## src/rtl/ifmap_write_feeder_if.sv

```systemverilog
// ifmap_write_feeder_if: source-memory read port and IFMap FIFO write port
// seen from the feeder (master) and from the memory/FIFO side (slave).
interface ifmap_write_feeder_if #(
   parameter int DATA_WIDTH = 16,
   parameter int ADDR_WIDTH = 8
);
   logic                  mem_ren;
   logic [ADDR_WIDTH-1:0] mem_addr;
   logic [DATA_WIDTH-1:0] mem_rdata;
   logic                  fifo_full;
   logic                  wen;
   logic [DATA_WIDTH+1:0] dout;
   modport master (output mem_ren, mem_addr, wen, dout, input mem_rdata, fifo_full);
   modport slave  (input mem_ren, mem_addr, wen, dout, output mem_rdata, fifo_full);
endinterface

```

## src/rtl/ifmap_write_feeder.sv

```systemverilog
// ifmap_write_feeder: streams rows of source memory into the IFMap FIFO, tagging row/map ends.
// Optional zero-pad rows compiled in with IFMAP_FEEDER_ZERO_PAD_EN.
module ifmap_write_feeder #(
   parameter int DATA_WIDTH = 16,
   parameter int ADDR_WIDTH = 8,
   parameter int LEN_WIDTH  = 8
) (
   input  logic                  clk,
   input  logic                  rst,
   input  logic                  start,
   input  logic [ADDR_WIDTH-1:0] base_addr,
   input  logic [LEN_WIDTH-1:0]  row_len,
   input  logic [LEN_WIDTH-1:0]  num_rows,
   input  logic                  pad_en,
   ifmap_write_feeder_if.master  bus,
   output logic                  busy,
   output logic                  done
);
   localparam logic [1:0] IDLE = 2'd0;
   localparam logic [1:0] READ = 2'd1;
   localparam logic [1:0] PUSH = 2'd2;
   localparam logic [1:0] DONE = 2'd3;
   logic [1:0]            state;
   logic [ADDR_WIDTH-1:0] addr;
   logic [LEN_WIDTH:0]    col, col_nxt, row_words;
   logic [LEN_WIDTH-1:0]  row, len_q, rows_q;
   logic [DATA_WIDTH-1:0] hold, payload;
   logic fresh, pad_q, pad_req, last_col, last_row, cur_pad, nxt_pad, write;
`ifdef IFMAP_FEEDER_ZERO_PAD_EN
   assign pad_req = pad_en;
   always_ff @(posedge clk)
      if (rst) pad_q <= 1'b0;
      else if (state == IDLE && start) pad_q <= pad_en;
`else
   logic unused_pad_en;
   assign unused_pad_en = pad_en;
   assign pad_req = 1'b0;
   assign pad_q = 1'b0;
`endif
   // a padded row carries one zero word at each end
   assign row_words = (LEN_WIDTH+1)'(len_q) + (pad_q ? (LEN_WIDTH+1)'(2) : '0);
   assign last_col = col == row_words - 1'b1;
   assign last_row = row == rows_q - 1'b1;
   assign col_nxt = last_col ? '0 : col + 1'b1;
   assign cur_pad = pad_q && (col == '0 || last_col);
   assign nxt_pad = pad_q && (col_nxt == '0 || col_nxt == row_words - 1'b1);
   assign write = state == PUSH && !bus.fifo_full;
   // read data arrives during the first PUSH cycle; hold keeps it for stalls
   assign payload = cur_pad ? '0 : (fresh ? bus.mem_rdata : hold);
   assign bus.mem_ren = state == READ;
   assign bus.mem_addr = addr;
   assign bus.wen = write;
   assign bus.dout = state == PUSH ? {last_col && last_row, last_col, payload} : '0;
   assign busy = state != IDLE;
   assign done = state == DONE;
   always_ff @(posedge clk) begin
      if (rst) begin
         state <= IDLE;
         addr <= '0;
         col <= '0;
         row <= '0;
         len_q <= '0;
         rows_q <= '0;
         hold <= '0;
         fresh <= 1'b0;
      end else begin
         fresh <= state == READ;
         if (fresh) hold <= bus.mem_rdata;
         if (state == IDLE && start) begin
            addr <= base_addr;
            len_q <= row_len;
            rows_q <= num_rows;
            col <= '0;
            row <= '0;
            state <= (row_len == '0 || num_rows == '0) ? DONE : (pad_req ? PUSH : READ);
         end else if (state == READ) begin
            addr <= addr + 1'b1;
            state <= PUSH;
         end else if (write) begin
            col <= col_nxt;
            if (last_col) row <= row + 1'b1;
            state <= (last_col && last_row) ? DONE : (nxt_pad ? PUSH : READ);
         end else if (state == DONE) begin
            state <= IDLE;
         end
      end
   end
endmodule

```

## src/flat_wrapper.sv

```systemverilog
// flat-port wrapper written by rule: the top's interface ports become plain ports
module ifmap_write_feeder_flat 
#(
   parameter int DATA_WIDTH = 16,
   parameter int ADDR_WIDTH = 8,
   parameter int LEN_WIDTH  = 8
)
  (clk, rst, start, base_addr, row_len, num_rows, pad_en, busy, done, bus_mem_ren, bus_mem_addr, bus_wen, bus_dout, bus_mem_rdata, bus_fifo_full);
  ifmap_write_feeder_if #(.DATA_WIDTH(DATA_WIDTH), .ADDR_WIDTH(ADDR_WIDTH)) bus_i ();
  input  logic clk;
  input  logic rst;
  input  logic start;
  input  logic [ADDR_WIDTH-1:0] base_addr;
  input  logic [LEN_WIDTH-1:0] row_len;
  input  logic [LEN_WIDTH-1:0] num_rows;
  input  logic pad_en;
  output logic busy;
  output logic done;
  output wire logic [$bits(bus_i.mem_ren)-1:0] bus_mem_ren;
  output wire logic [$bits(bus_i.mem_addr)-1:0] bus_mem_addr;
  output wire logic [$bits(bus_i.wen)-1:0] bus_wen;
  output wire logic [$bits(bus_i.dout)-1:0] bus_dout;
  input wire logic [$bits(bus_i.mem_rdata)-1:0] bus_mem_rdata;
  input wire logic [$bits(bus_i.fifo_full)-1:0] bus_fifo_full;
  assign bus_mem_ren = bus_i.mem_ren;
  assign bus_mem_addr = bus_i.mem_addr;
  assign bus_wen = bus_i.wen;
  assign bus_dout = bus_i.dout;
  assign bus_i.mem_rdata = bus_mem_rdata;
  assign bus_i.fifo_full = bus_fifo_full;
  ifmap_write_feeder #(.DATA_WIDTH(DATA_WIDTH), .ADDR_WIDTH(ADDR_WIDTH), .LEN_WIDTH(LEN_WIDTH)) u_core (.clk(clk), .rst(rst), .start(start), .base_addr(base_addr), .row_len(row_len), .num_rows(num_rows), .pad_en(pad_en), .bus(bus_i), .busy(busy), .done(done));
endmodule
```

## config.mk

```make
export PLATFORM = sky130hd
export DESIGN_NAME = ifmap_write_feeder_flat
export DESIGN_NICKNAME = d
export VERILOG_FILES = /design/src/rtl/ifmap_write_feeder_if.sv /design/src/rtl/ifmap_write_feeder.sv /design/src/flat_wrapper.sv
export SDC_FILE = /design/constraint.sdc
export NUM_CORES = 1
export LEC_CHECK = 0
export CAP_MARGIN = 40
export CORE_ASPECT_RATIO = 1.1
export CORE_MARGIN = 3
export CORE_UTILIZATION = 51
export DETAILED_ROUTE_END_ITERATION = 8
export PLACE_DENSITY = 0.81
export SLEW_MARGIN = 20
export SYNTH_ARGS = -nofsm -noshare
export SYNTH_HDL_FRONTEND = slang
export SYNTH_SLANG_ARGS = --single-unit
export TNS_END_PERCENT = 5
```

## constraint.sdc

```tcl
create_clock -name clk -period 5 [get_ports clk]
set_clock_uncertainty 0.05 [all_clocks]
set_input_delay 1 -clock clk [delete_from_list [all_inputs] [get_ports clk]]
set_output_delay 1 -clock clk [all_outputs]
set_load 0.02 [all_outputs]
```

After elaboration in Yosys (flattened, before gate mapping)

Cells that the tools add are included.

Add/subtract/negate cells: 5
Eq/ne operators: 5
Mux-type cells: 11
Bitwise gates (word level): 1
Reductions and logical operators: 14

Operators with widths:

| operator            | number |
|---|---|
| $mux 18             | 1 |
| $add 8x1->8 const B | 2 |
| $logic_not 8->1     | 2 |
| $mux 16             | 1 |
| $mux 8              | 2 |
| $mux 2              | 6 |
| $add 9x1->9 const B | 1 |
| $eq 9x9->1          | 1 |
| $mux 9              | 1 |
| $sub 8x1->9 const B | 1 |
| $eq 8x8->1          | 1 |
| $sub 8x1->8 const B | 1 |
| $eq 2x2->1 const B  | 2 |
| $reduce_bool 2->1   | 2 |
| $reduce_bool 4->1   | 1 |
| $logic_and 1x1->1   | 3 |
| $reduce_and 3->1    | 1 |
| $eq 2x1->1 const B  | 1 |
| $logic_not 2->1     | 1 |
| $reduce_and 2->1    | 1 |
| $reduce_or 2->1     | 1 |
| $logic_not 1->1     | 1 |
| $logic_or 1x1->1    | 1 |
| $not 1->1           | 1 |

Bits in registers: 60
Bits of input ports: 45
Output and inout port bits: 30
Word-level logic and storage cells: 44

Longest topological paths before layout

Word-level depth: 7
Depth in mapped cells: 11
Gate-level depth less buffers: 8

Worst setup path before layout

OpenSTA, ideal clock, no wires.

Path kind: flip-flop to output port
Start: register u_core.len_q[0]
End: output bus_dout[16]
Arrival: 2.221 ns
Required time: 3.950 ns
Setup slack: 1.729 ns
Stages on the path, launching flop included: 12
Buffers on the path: 3
Path through: dfxtp_1 buf_6 inv_1 ha_1 buf_2 o21bai_1 a211oi_1 a211oi_2 a2111oi_2 buf_4 and2_4 nor2b_1

Word-level cells in the longest chain between the ends: 3

Ends and longest elaborated chain:

| element                | RTL line                 | source |
|---|---|---|
| start, declared        | ifmap_write_feeder.sv:26 | `logic [LEN_WIDTH-1:0] row, len_q, rows_q;` |
| start signal, assigned | ifmap_write_feeder.sv:71 | `len_q <= row_len;` |
| $sub 8x1->9            | ifmap_write_feeder.sv:42 | `assign last_col = col == row_words - 1'b1;` |
| $eq 9x9->1             | ifmap_write_feeder.sv:42 |  |
| $mux 18                | ifmap_write_feeder.sv:53 | `assign bus.dout = state == PUSH ? {last_col && last_row, last_col, payload} : '0;` |
| end, declared          | flat_wrapper.sv:22       | `output wire logic [$bits(bus_i.dout)-1:0] bus_dout;` |

No other way between the ends.

Worst setup path after layout

Start: register u_core.len_q[0]
End: output bus_dout[17]

Word-level cells in the longest chain between the ends: 4

Ends and longest elaborated chain:

| element           | RTL line |
|---|---|
| $sub 8x1->9       | ifmap_write_feeder.sv:42 |
| $eq 9x9->1        | ifmap_write_feeder.sv:42 |
| $logic_and 1x1->1 | ifmap_write_feeder.sv:53 |
| $mux 18           | ifmap_write_feeder.sv:53 |

No other way between the ends.

==> impl_results.md <==
* Status: complete, no violations
* CTS resizes at 0
* Initial antenna violation count at 0
* RSZ-0062 raised after global routing: no
* Fillers at 443
* Synth Area in Adders at 0.01965
* Num CTS Buffers at 9
* Final period util at 0.8685
* Critical path destination: bus_dout[17]
* Full die area at between 7000 and 8000 um2
* Drt pass-1 iters at 4
* Final Util at 0.7104
* Area of the core at 5914 um2
* H-tree levels at 3
* Routed len/inst at roughly 14 um
* Clock transition at path regs at 0.07 ns
* Critical path fanouts, max at 11
* CP Launch Point: u_core.len_q[0]$_SDFFE_PP0P_
* Hold_sp: u_core.rows_q[7]$_SDFFE_PP0P_
* Worst-margin pin slew at roughly 0.77 ns
* CP Capture Type: output port
* Post-synth EDFFs at 0
* Reg2reg setup slack at 2.21 ns
* Setup CP Type: reg2out
* R2R cell count at 9
* Drc violations at 0
* Hold Path Class: reg2reg
* Die X at approximately 81 um
* Clk Latency, worst-skew pair at 0.34 ns
* N_diodes at 0
* Clock Root Buffer: clkbuf_8
* Synth area leader: dfxtp_1
* Synth Net Count at 442
* Largest family of logic cells by synthesized area: simple AND/OR/NAND/NOR gates
* DP Wirelength at about 5.5 mm
* Setup Buffers After CTS at 0
* #FFs+latches synth at 60
* Ranking of synthesized cells by area: dfxtp_1 (38%), mux2i_1 (7.2%), nor2_1 (6.5%)
* Synth warn at 0
* Distinct cell type count after synthesis at 51
* Post-route ant nets at 0
* Synth Instances at 392
* Max Clk Rate at 230.3 MHz
* Io pins at 75
* Max-cap viol count at 0
* Total GRT Usage at 0.2370
* CTS tree: yes
* P per Cell Area at approximately 310 nW/um2
* Final TNS setup at 0 ns
* Layout cells sized above 1 at 0.06263
* Gpl congestion at 0.8143
* Slew Limit Fails at 0
* Slew headroom at 0.4881
* P_leak at roughly 1.6 nW
* # port buffers at 73
* Seq/Total Area, Yosys at 0.3772
* CP arrival at 3.29 ns
* Share of flip-flops with an asynchronous set or reset at 0
* Clk buf depth at 2
* Largest net degree at the start of global routing at 51
* DR iter-0 viols at roughly 260
* Vias in the first global route at around 2900
* Hold buffers post-CTS at 0
* Final WL at 7.803 mm
* Grt ovf at 0
* Die H at roughly 89 um
* Layout area overhead at 31.95%
* Synth Area in XOR/XNOR at 0.08959
* Netlist Area Pre-Place at 3184 um2
* Syn_area_per_cell at 8.123 um2
* Final Hold Viols at 0
* Mux cell area share after synthesis at 0.07230
* Reg2reg end: u_core.row[0]$_SDFFE_PP0P_
* Rows at 29
* CP Launch Type: flop
* Initial core utilization at 0.5384
* Post-synthesis simple-gate area fraction at 0.2829
* CTS Sinks at 60
* First-pass GRT wire length at 13.28 mm
* Maximum vdd drop at 0.2131 mV
* Top-area cell type share of the netlist area at 0.3772
* Vias at just under 3000
* Vias/cell at 5.481
* RR Startpoint: u_core.len_q[0]$_SDFFE_PP0P_
* Compound-cell area share of the yosys netlist at 0.1136
* Nets at 508
* Fin crit period at 4.342 ns
* # setup viols final at 0
* Top_reg_cell synth: dfxtp_1
* CP required at 3.95 ns
power by group:
group	internal (mW)	total, mW	switching, mW
Combinational	0.110	0.226	0.115
Sequential	0.500	0.526	0.0251
Clock	0.358	0.549	0.191
flip-flops by register name (all words and copies together), names as in the netlist:
register / flops
u_core.bus.mem_addr: 8
u_core.col: 9
u_core.fresh: 1
u_core.hold: 16
u_core.len_q: 8
u_core.row: 8
u_core.rows_q: 8
u_core.state: 2
synth_stat cells (all sizes together), types with 4 or more instances:
cell type	instances
inv	8
o21ai	6
nor2	55
nor4	8
or3	8
a21oi	22
nand4	7
clkbuf	17
nand2	54
nor3	10
nor2b	4
mux2i	23
nand2b	6
nand3	17
buf	7
dfxtp	60
xor2	18
xnor2	12
a211oi	9
and3	6
ha	5
kinds of logic (layout without fill, tap and decap cells):
logic type,count (synthesis),in the layout
and+or+nand+nor,186,186
DFF,60,60
AOI/OAI and AO/OA,55,55
buffers and inverters,32,103
xor gates and xnor gates,31,31
muxes,23,23
adders and majority gates,5,5
metrics by stage:
stage | instance area (um2) | power (mW) | hold WS [ns] | worst slack, ns | std cells
finish | 4202 | 1.300 | 0.4198 | 0.6577 | 540
floorplan | 3184 | 0.6727 | 0.3978 | 1.729 | 392
global placement | 3936 | 0.7509 | 0.4068 | 1.125 | 523
CTS | 4202 | 1.307 | 0.4187 | 0.6459 | 540
detailed placement | 3951 | 0.7595 | 0.4098 | 1.016 | 524
global route | 4202 | 1.358 | 0.4569 | 0.4082 | 540
how the worst min path moves through the flow:
stage	depth (start not counted)	slack (ns)	endpoint
after detailed placement	2	0.41	u_core.rows_q[7]$_SDFFE_PP0P_
after global placement	2	0.41	u_core.rows_q[7]$_SDFFE_PP0P_
after CTS	2	0.42	u_core.rows_q[7]$_SDFFE_PP0P_
final	2	0.42	u_core.rows_q[7]$_SDFFE_PP0P_
after global routing	2	0.46	u_core.len_q[7]$_SDFFE_PP0P_
after floorplan	2	0.40	u_core.rows_q[7]$_SDFFE_PP0P_
placed cells by master, fill, tap and decap left out, types with 4 or more instances in the layout:
cell / n
clkdlybuf4s50_1: 73
and3_1: 6
ha_1: 5
nor3_1: 10
a21oi_1: 22
o21ai_0: 5
or3_1: 7
clkbuf_8: 11
nand2b_1: 6
nor2b_1: 4
xor2_1: 18
a211oi_1: 8
nand3_1: 17
nor2_1: 55
inv_1: 8
nand2_1: 54
buf_4: 5
xnor2_1: 12
nand4_1: 7
dfxtp_1: 60
mux2i_1: 23
nor4_1: 5
area by class of cell:
| cell class | count | area (um2) | area share |
|---|---|---|---|
| Inverter | 8 | 30.03 | 0.007147 |
| Sequential cell | 60 | 1201 | 0.2859 |
| Clock inverter | 4 | 95.09 | 0.02263 |
| Tap cell | 77 | 96.34 | 0.02293 |
| Multi-Input combinational cell | 300 | 1841 | 0.4381 |
| Timing Repair Buffer | 79 | 783.3 | 0.1864 |
| Clock buffer | 12 | 155.1 | 0.03693 |
critical path, stage by stage (launching register included):
cell,delay (ns)
dfxtp_1,0.47
inv_1,0.08
ha_1,0.32
o21bai_1,0.23
a211oi_1,0.30
a211oi_2,0.09
a2111oi_2,0.29
buf_4,0.24
and2_4,0.16
and4b_1,0.17
clkdlybuf4s50_1,0.60
per-layer routing:
layer | vias up | routed length [um] | track usage
met5 | - | 0 | 0
met4 | 0 | 177 | 0.1275
met3 | 16 | 540 | 0.07230
met2 | 90 | 3648 | 0.3733
met1 | 1363 | 3437 | 0.2885
li1 | 1491 | - | -
(Power assumes the default switching activity.)
